[src/rtl/regfile_scoreboard_pkg.sv]
// Shared register-file parameters and types for the scoreboard, the register
// file and the hazard/forwarding units.
package regfile_scoreboard_pkg;

  localparam int NUM_REGS    = 32;
  localparam int ADDR_W      = 5;
  localparam int CNT_W       = 2;
  localparam int STALL_CNT_W = 16;

  typedef logic [ADDR_W-1:0] reg_addr_t;

endpackage : regfile_scoreboard_pkg

[src/rtl/regfile_scoreboard_sb_counter.sv]
// One per-register in-flight write counter. A decrement is ignored at zero;
// an increment paired with an effective decrement leaves the count unchanged.
module sb_counter #(
  parameter int CNT_W = regfile_scoreboard_pkg::CNT_W
) (
  input  logic             clk,
  input  logic             reset,
  input  logic             inc,
  input  logic             dec,
  output logic [CNT_W-1:0] cnt,
  output logic             at_max,
  output logic             is_zero
);

  logic do_dec;

  assign at_max  = &cnt;
  assign is_zero = ~|cnt;
  assign do_dec  = dec & ~is_zero;

  // NOTE: sequential state is always updated with non-blocking assignments so
  // every flop samples pre-edge values regardless of process ordering.
  always_ff @(posedge clk or negedge reset) begin
    if (!reset) begin
      cnt <= '0;
    end else if (inc && !do_dec && !at_max) begin
      cnt <= cnt + 1'b1;
    end else if (do_dec && !inc) begin
      cnt <= cnt - 1'b1;
    end
  end

endmodule : sb_counter

[src/rtl/regfile_scoreboard.sv]
// Register-file scoreboard: counts in-flight writes per register and stalls ID
// on RAW hazards or a saturated destination counter, with debug visibility.
module regfile_scoreboard #(
  parameter int NUM_REGS    = regfile_scoreboard_pkg::NUM_REGS,
  parameter int ADDR_W      = regfile_scoreboard_pkg::ADDR_W,
  parameter int CNT_W       = regfile_scoreboard_pkg::CNT_W,
  parameter int STALL_CNT_W = regfile_scoreboard_pkg::STALL_CNT_W
) (
  input  logic                   clk,
  input  logic                   reset,
  input  logic                   issue_valid,
  input  logic                   issue_regwrite,
  input  logic [ADDR_W-1:0]      issue_rd,
  input  logic [ADDR_W-1:0]      rs1,
  input  logic [ADDR_W-1:0]      rs2,
  input  logic                   rs1_used,
  input  logic                   rs2_used,
  input  logic                   wb_valid,
  input  logic [ADDR_W-1:0]      wb_rd,
  output logic                   stall,
  output logic [NUM_REGS-1:0]    busy_mask,
  output logic [STALL_CNT_W-1:0] stall_count,
  output logic                   underflow_err
);

  logic [NUM_REGS-1:0] inc;
  logic [NUM_REGS-1:0] dec;
  logic [NUM_REGS-1:0] at_max;
  logic [NUM_REGS-1:0] is_zero;
  logic [CNT_W-1:0]    cnt [NUM_REGS];

  logic haz_rs1;
  logic haz_rs2;
  logic haz_ovf;
  logic accept;
  logic underflow;

  // x0 has no counter: permanently idle and never saturated.
  assign cnt[0]     = '0;
  assign at_max[0]  = 1'b0;
  assign is_zero[0] = 1'b1;

  for (genvar i = 1; i < NUM_REGS; i++) begin : g_cnt
    sb_counter #(.CNT_W(CNT_W)) u_cnt (
      .clk     (clk),
      .reset   (reset),
      .inc     (inc[i]),
      .dec     (dec[i]),
      .cnt     (cnt[i]),
      .at_max  (at_max[i]),
      .is_zero (is_zero[i])
    );
  end

  // A final writeback in the same cycle satisfies the read, since the
  // register file writes on the falling edge.
  always_comb begin
    haz_rs1 = rs1_used && (rs1 != '0) && !is_zero[rs1] &&
              !(wb_valid && (wb_rd == rs1) && (cnt[rs1] == CNT_W'(1)));
    haz_rs2 = rs2_used && (rs2 != '0) && !is_zero[rs2] &&
              !(wb_valid && (wb_rd == rs2) && (cnt[rs2] == CNT_W'(1)));
    haz_ovf = issue_regwrite && (issue_rd != '0) && at_max[issue_rd] &&
              !(wb_valid && (wb_rd == issue_rd));
  end

  assign stall     = issue_valid & (haz_rs1 | haz_rs2 | haz_ovf);
  assign accept    = issue_valid & ~stall;
  assign underflow = wb_valid && (wb_rd != '0) && is_zero[wb_rd];

  // NOTE: every bit written in always_comb gets a default first, so no path
  // leaves a bit unassigned and no latch is inferred.
  always_comb begin
    inc = '0;
    dec = '0;
    for (int i = 1; i < NUM_REGS; i++) begin
      inc[i] = accept && issue_regwrite && (issue_rd == ADDR_W'(i));
      dec[i] = wb_valid && (wb_rd == ADDR_W'(i));
    end
  end

  assign busy_mask = ~is_zero;

  always_ff @(posedge clk or negedge reset) begin
    if (!reset) begin
      stall_count   <= '0;
      underflow_err <= 1'b0;
    end else begin
      if (stall && !(&stall_count)) begin
        stall_count <= stall_count + 1'b1;
      end
      if (underflow) begin
        underflow_err <= 1'b1;
      end
    end
  end

endmodule : regfile_scoreboard

[config.mk]
export PLATFORM = sky130hd
export DESIGN_NAME = regfile_scoreboard
export DESIGN_NICKNAME = d
export VERILOG_FILES = /design/src/rtl/regfile_scoreboard_pkg.sv /design/src/rtl/regfile_scoreboard_sb_counter.sv /design/src/rtl/regfile_scoreboard.sv
export SDC_FILE = /design/constraint.sdc
export NUM_CORES = 1
export LEC_CHECK = 0
export CORE_MARGIN = 3
export CORE_UTILIZATION = 42
export CTS_CLUSTER_SIZE = 24
export DETAILED_ROUTE_END_ITERATION = 12
export SYNTH_ARGS = -nofsm -noshare
export SYNTH_HDL_FRONTEND = slang
export SYNTH_SLANG_ARGS = --single-unit
[constraint.sdc]
create_clock -name clk -period 3.7 [get_ports clk]
set_input_delay 0.555 -clock clk [delete_from_list [all_inputs] [get_ports clk]]
set_output_delay 0.555 -clock clk [all_outputs]
set_load 0.02 [all_outputs]
==> summary.md, run 1 <==
| Metric | Value |
|---|---|
| Worst r2r dst | g_cnt[29].u_cnt.cnt[0] |
| TritonCTS Buffers | 9 |
| FMAX | 285.5 MHz |
| Synth top area share | 0.2915 |
| Initial antenna violation count | 0 |
| Reg2reg setup slack | 0.57 ns |
| CP Data Required Time | 3.14 ns |
| Area occupied by multi-input gates | 4432 µm² |
| Fillers | 1,412 |
| Die area | 17,710 µm² |
| Crit Path Max Fanout | 8 |
| GRT Overall Usage | 0.2834 |
| Die X | 133.1 µm |
| Setup_tns | 0 ns |
| Post-CTS Hold Buffers | 0 |
| Pwr/cell area | 415.1 nW/µm² |
| GPL Wtd Cong | 0.9817 |
| Run status | finished clean |
| DR WL/cell | 21.10 µm |
| Vias in the first global route | 6,790 |
| Fin util | 0.5636 |
| Longest Clk Path Bufs | 2 |
| Final Max Slew Viols | 0 |
| Via Count | 7,036 |
| Area leader, netlist | dfrtp_1 |
| Period minus WS final | 3.502 ns |
| Peak VDD IR | 0.2644 mV |
| CTS Root Cell | clkbuf_16 |
| First-pass GRT wire length | 38,880 µm |
| Post-DP HPWL | 19,100 µm |
| Grt total ovfl | 0 |
| Synthesized Nets | 855 |
| Sequential area share after synthesis | 0.2915 |
| Endpoints failing hold | 0 |
| Switching power share of the total | 0.3877 |
| DRC Markers | 0 |
| Register bit count reported by yosys | 79 |
| Leak | 3.687 nW |
| Crit. End Element | primary output |
| Skew-Pair Late Insertion Delay | 0.37 ns |
| R2R cell count | 11 |
| Cells after Synth | 827 |
| Top FF cell, synth | dfrtp_1 |
| CTS tree | built |
| Flop pwr share | 0.328 |
| CTS Sinks | 79 |
| Min-delay worst type | in2async |
| Max_slew headroom | 0.2966 |
| Post-DRT Antenna Nets | 0 |
| Ys Warns | 0 |
| Cell internal pwr | 2.218 mW |
| # rows | 45 |
| EDFF count, synth | 0 |
| Starting DRT DRC Count | 800 |
| Worst Tran Pin Value | 1.055 ns |
| Setup violators final | 0 |
| Comb power frac | 0.405 |
| FF-to-FF Start | g_cnt[18].u_cnt.cnt[0] |
| Hold WS | 0.3357 ns |
| Register clock-pin slew on the reported worst setup and hold paths | 0.06 ns |
| Setup WS post-layout | 0.1978 ns |
| Pre-CTS worst setup slack | -0.2837 ns |
| P&R area growth vs syn | 28.69% |
| Syn Std Cell Area | 6782 µm² |
| Core outline area | 15,480 µm² |
| Buffers on Ports | 75 |
| # IOs | 77 |
| Area occupied by registers | 1977 µm² |
| Pre-antenna DRT Iters | 6 |
| Net Sw Power | 1.405 mW |
| Synth top cells by count | nand2_1 (125), dfrtp_1 (79), nor2_1 (76) |
| H-tree depth | 3 |
| ANT cells | 0 |
| Nets | 990 |
| Share of cells above drive strength 1 | 0.1799 |
| Mean Syn Cell Area | 8.200 µm² |
| Final Cycle Share | 0.9465 |
| Crit start category | primary input |
| Post-detailed-routing wire length | 24,850 µm |
| Clock power share | 0.267 |
| Post-Layout Cell Count | 1,178 |
| Die height | 133.1 µm |
| Worst Path Class, Setup | in2out |
| Top-count cell post-synth | nand2_1 |
| Post-synthesis cell type count | 72 |
| Crit path DAT | 2.95 ns |
| Vias per inst | 5.973 |
| RSZ-0062 raised after global routing | false |
| Ys async rst share | 1.000 |
| Final Skew | 0.01140 ns |
| Synth top area cells | dfrtp_1 (29%), mux4_2 (9.6%), xor2_1 (7.2%), nand2_1 (6.9%), nor2_1 (4.2%) |
| Largest net degree at the start of global routing | 80 |
| Initial core utilization | 0.4380 |
| Max Cap Viol | 0 |
| Dpl cells | 1,161 |
-- registers in the layout, indices dropped and copies added (netlist names) --
name	count
stall_count	16
underflow_err	1
g_cnt.u_cnt.cnt	62
-- power by group through the flow --
stage               clock network, mW  logic, mW  registers [mW]
floorplan                           0      0.818            1.17
global placement                    0       1.42            1.19
detailed placement                  0       1.44            1.20
CTS                             0.977       1.46            1.18
global route                     1.01       1.57            1.22
finish                          0.966       1.47            1.19
-- placed cells by master (no fill, tap or decap), types with 12 or more instances in the layout --
cell type and instances:
mux4_2 29, xor2_1 56, nor2_1 76, buf_4 91, nor3b_1 30, a21oi_1 34
clkdlybuf4s50_1 71, o211ai_1 28, o21ai_0 39, inv_1 51, and2_1 29, nor2b_1 12
nand3_1 13, nor3_1 29, nand2_1 125, dfrtp_1 79
-- layout make-up --
class                      instances  area share
multi-input combinational        648      0.5078
sequential                        79      0.2265
timing repair buffer             172      0.1772
tap                              211     0.03025
clock buffer                      10     0.02738
inverter                          52     0.02237
clock inverter                     6    0.008459
-- worst max-delay path: stages --
cell	delay [ns]
clkdlybuf4s50_1	0.41
buf_4	0.17
buf_4	0.17
xor2_1	0.17
nor4_2	0.25
buf_4	0.16
buf_4	0.10
nand4_1	0.09
o32ai_2	0.13
a2bb2oi_1	0.18
buf_4	0.14
o211ai_4	0.08
and2_1	0.18
clkbuf_2	0.16
-- logic make-up after synthesis --
logic type,synth area share
AO/OA/AOI/OAI,0.1561
XOR/XNOR,0.07878
adder cells (fa/ha/maj),0.001845
buffers and inverters,0.06236
flip-flops,0.2915
multiplexers,0.1101
other,0.0005530
AND/OR/NAND/NOR,0.2987
-- worst max path at each step --
stage | to | startpoint | cells after the start
after floorplan | stall | rs1[1] | 7
after global placement | stall | rs1[1] | 10
after detailed placement | stall | rs2[2] | 11
after CTS | stall | rs2[2] | 12
after global routing | stall | rs2[1] | 14
final | stall | rs2[1] | 14
-- what timing repair did --
| item | in CTS | in global routing |
|---|---|---|
| pin swaps | 2 | 3 |
| buffers inserted | 0 | 1 |
| resized for setup | 8 | 10 |
| endpoints found under the setup margin | 1 | 1 |
-- per-stage QoR --
step           cell area (µm²)  power (mW)
3_5_place_dp              8349       2.640
2_1_floorplan             6782       1.986
5_1_grt                   8727       3.797
4_1_cts                   8698       3.617
6_report                  8727       3.622
3_3_place_gp              8349       2.612
-- per-layer routing --
layer | share of wire | GRT usage | wire length [µm] | up-vias
li1 | - | - | - | 3194
met1 | 0.44 | 0.4039 | 10890 | 3448
met2 | 0.46 | 0.4419 | 11320 | 337
met3 | 0.078 | 0.04068 | 1936 | 57
met4 | 0.029 | 0.09584 | 715 | 0
met5 | 0 | 0 | 0 | -
(Power assumes the default switching activity.)
==> inputs of run 2 (changes only) <==
- CORE_MARGIN: 3 -> 2
==> run 2 against run 1 <==
Effect of this change: critical path depth shrank 4; global-route usage up 2.0 points; first-iteration DRC count decreased by 17%; worst hold slack better by 0.041 ns; power rose by 1.5%; clock power rose by 5%; flip-flop and latch count stayed put; count of clock-buffer cells in the layout unchanged; combinational power about the same; core utilization fell by 1.4 points; highest routed layer unchanged; cell count did not move; critical path type unchanged; non-clock buffer count down 5.
==> summary.md, run 2 (synthesis gave the netlist of run 1 again) <==
| Metric | Value |
|---|---|
| Period minus WS final | 3.586 ns (+0.08363 ns) |
| Starting DRT DRC Count | 661 (-17%) |
| TritonCTS Buffers | 9 (unchanged) |
| Register clock-pin slew on the reported worst setup and hold paths | 0.07 ns (about the same) |
| Largest net degree at the start of global routing | 80 (unchanged) |
| Overall Power | 3.676 mW (+1.5%) |
| GPL Wtd Cong | 0.9727 (-0.92%) |
| Post-layout instance area | 8692 µm² (-0.40%) |
| Crit start category | primary input |
| DRC Markers | 0 (unchanged) |
| Pwr/cell area | 422.9 nW/µm² (+1.9%) |
| Met3 WL | 1813 µm (-6.4%) |
| Max Cap Viol | 0 (unchanged) |
| H-tree depth | 3 (unchanged) |
| Crit. End Element | primary output |
| CTS tree | built |
| Vias in the first global route | 6,809 (+0.28%) |
| DR WL/cell | 21.30 µm (+0.95%) |
| Vias per inst | 5.958 (-0.24%) |
| Nets | 985 (-0.51%) |
| Initial antenna violation count | 0 (unchanged) |
| Register bank with the most flops | g_cnt.u_cnt.cnt |
| Longest Clk Path Bufs | 2 (unchanged) |
| Post-CTS Hold Buffers | 0 (unchanged) |
| CTS Root Cell | clkbuf_16 |
| Endpoints failing hold | 0 (unchanged) |
| Post-DP HPWL | 19,550 µm (+2.3%) |
| FMAX | 278.9 MHz (-2.3%) |
| Share of cells above drive strength 1 | 0.1726 (-0.007381) |
| Leak | 3.637 nW (-1.3%) |
| Highest metal used | met4 |
| Critical-path top delay cell | clkdlybuf4s50_1 |
| Core outline area | 15,830 µm² (+2.2%) |
| Min-delay worst type | in2async |
| # rows | 46 (+2.2%) |
| Max FFs per register | 62 (unchanged) |
| Run status | finished clean |
| # IOs | 77 (unchanged) |
| CP Data Required Time | 3.14 ns (about the same) |
| GRT Overall Usage | 0.3029 (+0.01950) |
| Initial core utilization | 0.4285 (-0.009521) |
| Buffers on Ports | 75 (unchanged) |
| Met1 Wirelength | 11,020 µm (+1.3%) |
| Die height | 131.1 µm (-1.5%) |
| Post-detailed-routing wire length | 25,090 µm (+0.95%) |
| Worst Path Class, Setup | in2out |
| Pre-antenna DRT Iters | 5 (-1) |
| Grt total ovfl | 0 (unchanged) |
| First-pass GRT wire length | 38,610 µm (-0.69%) |
| Peak VDD IR | 0.2320 mV (-12%) |
| Commonest non-fill, non-tap cell in the layout | nand2_1 |
| Post-CTS setup buffers | 0 (unchanged) |
| Via Count | 7,019 (-0.24%) |
| Worst-path cell chain | clkdlybuf4s50_1 -> buf_4 -> nor3_1 -> a21oi_1 -> o32ai_1 -> or4_1 -> and4_1 -> o211ai_4 -> and2_4 -> clkdlybuf4s15_2 |
| FF-to-FF Start | g_cnt[18].u_cnt.cnt[0] |
| Crit Path Max Fanout | 6 (-2) |
| Final Cycle Share | 0.9691 (+0.02260) |
| Max_slew headroom | 0.2830 (-0.01361) |
| Setup crit start | rs2[1] |
| Skew-Pair Late Insertion Delay | 0.35 ns (-0.02 ns) |
| Fillers | 1,530 (+8.4%) |
| Die area | 17,180 µm² (-3.0%) |
| Die X | 131.1 µm (-1.5%) |
| Top flop regs | g_cnt.u_cnt.cnt x62, stall_count x16, underflow_err x1 |
| Most frequent cells in the layout | nand2_1 (125), buf_4 (87), dfrtp_1 (79) |
| P&R area growth vs syn | 28.17% |
| ANT cells | 0 (unchanged) |
| Post-DRT Antenna Nets | 0 (unchanged) |
| DP Area | 8325 µm² (-0.28%) |
| Final Max Slew Viols | 0 (unchanged) |
| Setup violators final | 0 (unchanged) |
| Routed met2 length | 11,690 µm (+3.3%) |
| Final Skew | 0.009209 ns (-0.002191 ns) |
| CTS Sinks | 79 (unchanged) |
| Crit path DAT | 3.03 ns (+0.08 ns) |
| Worst Tran Pin Value | 1.075 ns (+0.02041 ns) |
| Max incr delay on CP | 0.60 ns (+0.19 ns) |
run 2: cell type report:
class                   instances  area, µm²  area share
multi-input cells             648       4413      0.5077
clock buffers                  10      239.0     0.02749
inverters                      52      195.2     0.02246
flip-flops and latches         79       1977      0.2274
repair buffers                167       1506      0.1733
well taps                     216      270.3     0.03109
clock inverters                 6      91.34     0.01051
run 2: critical path: cells and delay by family:
family | cells | cell delay, ns
compound gates | 3 | 0.44
simple gates | 4 | 1.02
buf+inv | 3 | 1.02
run 2: stage by stage:
| step | hold WS (ns) | worst slack (ns) | setup TNS (ns) | cells | utilization |
|---|---|---|---|---|---|
| after detailed placement | 0.4504 | -0.2925 | -3.034 | 1162 | 0.5260 |
| after CTS | 0.4387 | 0.02980 | 0 | 1178 | 0.5474 |
| after global routing | 0.4579 | -0.0005622 | -0.0005622 | 1178 | 0.5492 |
| after floorplan | 0.2594 | 0.5266 | 0 | 827 | - |
| after global placement | 0.4431 | -0.3313 | -2.751 | 1162 | 0.5260 |
| final | 0.3769 | 0.1142 | 0 | 1178 | 0.5492 |
run 2: worst paths after layout:
kind / depth (start not counted) / slack [ns] / end
setup / recovery: 10 / 0.11 / stall
hold / removal: 1 / 0.38 / stall_count[8]
setup reg to reg: 11 / 0.52 / g_cnt[19].u_cnt.cnt[0]
hold reg to reg: 1 / 0.46 / underflow_err
max in group asynchronous: 1 / 2.60 / g_cnt[19].u_cnt.cnt[0]
min in group clk: 1 / 0.46 / underflow_err
run 2: routing by layer:
layer | vias up | track usage
met2 | 306 | 0.4785
met5 | - | 0
met1 | 3475 | 0.4233
met4 | 0 | 0.09387
li1 | 3189 | -
met3 | 49 | 0.05601
run 2: what timing repair did:
action | 4_1_cts | 5_1_grt
pin swaps | 0 | 2
setup endpoints to repair | 1 | 6
gates resized for setup | 4 | 9
hold endpoints to repair | 0 | 0
run 2: power by group:
part	switching (mW)	internal (mW)	total, mW
clock	0.397	0.615	1.01
sequential	0.207	0.986	1.19
combinational	0.793	0.678	1.47
total	1.40	2.28	3.68
==> inputs of run 3 (changes only) <==
- CORE_ASPECT_RATIO: not set -> 1.1
- CTS_CLUSTER_DIAMETER: not set -> 30
==> run 3 against run 2 <==
Effect of this change: routed wire length is 4.6% lower; worst setup slack improved by 0.062 ns; cell count decreased by 2.5%; critical path type unchanged.
==> summary.md, run 3 (synthesis gave the netlist of run 1 again) <==
| Metric | Value |
|---|---|
| Post-DRT Antenna Nets | 0 (unchanged) |
| DRC Markers | 0 (unchanged) |
| Post-DP HPWL | 18,280 µm (-6.5%) |
| Max FFs per register | 62 (unchanged) |
| Grt total ovfl | 0 (unchanged) |
| Buffer and inverter count on the worst path | 4 (+1) |
| First-pass GRT wire length | 37,900 µm (-1.8%) |
| Period minus WS final | 3.523 ns (-0.06250 ns) |
| Final Max Slew Viols | 0 (unchanged) |
| GPL Wtd Cong | 0.9970 (+2.5%) |
| Share of cells above drive strength 1 | 0.1593 (-0.01327) |
| Setup_tns | 0 ns (unchanged) |
| Max_slew headroom | 0.3117 (+0.02866) |
| FMAX | 283.8 MHz (+1.8%) |
| Pre-CTS worst setup slack | -0.2838 ns (+0.008701 ns) |
| Worst-path cell chain | clkdlybuf4s50_1 -> buf_12 -> buf_4 -> nand2b_1 -> a21oi_1 -> o41ai_1 -> nand4_1 -> and4_1 -> o211ai_4 -> and2_1 -> clkbuf_2 |
| CP Data Required Time | 3.14 ns (about the same) |
| Core outline area | 15,740 µm² (-0.59%) |
| # rows | 48 (+4.3%) |
| Register clock-pin slew on the reported worst setup and hold paths | 0.07 ns (about the same) |
| GRT Overall Usage | 0.2864 (-0.01656) |
| Setup violators final | 0 (unchanged) |
| Buffers on Ports | 75 (unchanged) |
| Nets | 971 (-1.4%) |
| Max Cap Viol | 0 (unchanged) |
| # IOs | 77 (unchanged) |
| RSZ-0062 raised after global routing | false |
| Skew-Pair Late Insertion Delay | 0.36 ns (about the same) |
| CTS tree | built |
| Min-delay worst type | in2async |
| Die area | 17,180 µm² (about the same) |
| Clock power share | 0.265 (-0.010) |
| Flop pwr share | 0.334 (+0.010) |
| Setup WS post-layout | 0.1767 ns (+0.06250 ns) |
| Final Cycle Share | 0.9522 (-0.01689) |
| Crit path DAT | 2.97 ns (-0.06 ns) |
| Initial antenna violation count | 0 (unchanged) |
| CTS Sinks | 79 (unchanged) |
| Crit start category | primary input |
| Die height | 137.3 µm (+4.7%) |
| CTS Root Cell | clkbuf_16 |
| TritonCTS Buffers | 9 (unchanged) |
| Comb power frac | 0.402 (+0.002) |
| Initial core utilization | 0.4310 (+0.002521) |
| Max incr delay on CP | 0.51 ns (-0.09 ns) |
| Longest Clk Path Bufs | 2 (unchanged) |
| Most frequent cells in the layout | nand2_1 (125), dfrtp_1 (79), nor2_1 (76) |
| Vias in the first global route | 6,725 (-1.2%) |
| Switching power share of the total | 0.3885 (+0.008407) |
| Pwr/cell area | 419.3 nW/µm² (-0.85%) |
| Via Count | 7,026 (+0.10%) |
| Vias per inst | 6.120 (+2.7%) |
| H-tree depth | 3 (unchanged) |
| Commonest non-fill, non-tap cell in the layout | nand2_1 |
| Critical-path top delay cell | clkdlybuf4s50_1 |
| Fillers | 1,497 (-2.2%) |
| Net Sw Power | 1.389 mW (-0.55%) |
| Endpoints failing hold | 0 (unchanged) |
| Starting DRT DRC Count | 836 (+26%) |
| Worst Path Class, Setup | in2out |
| Final Skew | 0.01176 ns (+0.002556 ns) |
| Top flop regs | g_cnt.u_cnt.cnt x62, stall_count x16, underflow_err x1 |
| Crit Path Max Fanout | 9 (+3) |
| Run status | finished clean |
| Cell internal pwr | 2.187 mW (-4.0%) |
| ANT cells | 0 (unchanged) |
| Leak | 3.558 nW (-2.2%) |
| Post-detailed-routing wire length | 23,940 µm (-4.6%) |
| Top delay family on crit path | buffers and inverters |
| Worst Tran Pin Value | 1.032 ns (-0.04299 ns) |
| Pre-antenna DRT Iters | 7 (+2) |
| Crit. End Element | primary output |
| Peak VDD IR | 0.2186 mV (-5.8%) |
| Largest net degree at the start of global routing | 80 (unchanged) |
| DR WL/cell | 20.85 µm (-2.1%) |
| P&R area growth vs syn | 25.77% |
| Register bank with the most flops | g_cnt.u_cnt.cnt |
| Die X | 125.2 µm (-4.5%) |
## run 3: path summary, 6_finish.rpt
kind / end / depth (start not counted) / startpoint / slack, ns
worst max-delay path: stall / 11 / issue_rd[1] / 0.18
worst min-delay path: stall_count[12] / 1 / reset / 0.35
worst max register to register: g_cnt[17].u_cnt.cnt[0] / 11 / g_cnt[18].u_cnt.cnt[0] / 0.53
worst min register to register: underflow_err / 1 / underflow_err / 0.46
max in group asynchronous: g_cnt[6].u_cnt.cnt[1] / 1 / reset / 2.65
min in group clk: underflow_err / 1 / underflow_err / 0.46
## run 3: per-layer routing
metal	routed length [µm]	GRT usage	vias to the layer above
met2	11110	0.4620	379
met3	2139	0.06408	59
met5	0	0	-
li1	-	-	3172
met4	857	0.1204	0
met1	9829	0.3743	3416
## run 3: final cells by class
type	count	area [µm²]	area share
Multi-Input combinational cell	648	4410	0.5171
Sequential cell	79	1977	0.2318
Timing Repair Buffer	153	1383	0.1621
Tap cell	200	250.2	0.02934
Clock buffer	10	239.0	0.02802
Inverter	52	195.2	0.02288
Clock inverter	6	75.07	0.008802
## run 3: what timing repair did
action	in CTS	in global routing
endpoints found under the setup margin	1	1
resized for setup	2	9
cloned	0	0
hold endpoints to repair	0	0
setup buffers	0	0
hold buffers	0	0
## run 3: power by group through the flow
stage	Sequential, mW	Combinational (mW)	Clock (mW)
after floorplan	1.17	0.818	0
after global placement	1.19	1.38	0
after detailed placement	1.20	1.41	0
after CTS	1.19	1.41	0.971
after global routing	1.22	1.53	1.01
final	1.19	1.44	0.946
## run 3: metrics by stage
stage                     hold slack, ns  cells  power (mW)  cell area [µm²]  utilization
final                             0.3540   1148       3.576             8529       0.5421
after global routing              0.4442   1148       3.764             8529       0.5421
after floorplan                   0.2594    827       1.986             6782            -
after CTS                         0.4130   1148       3.573             8502       0.5403
after global placement            0.4433   1132       2.578             8188       0.5204
after detailed placement          0.4466   1132       2.609             8188       0.5204
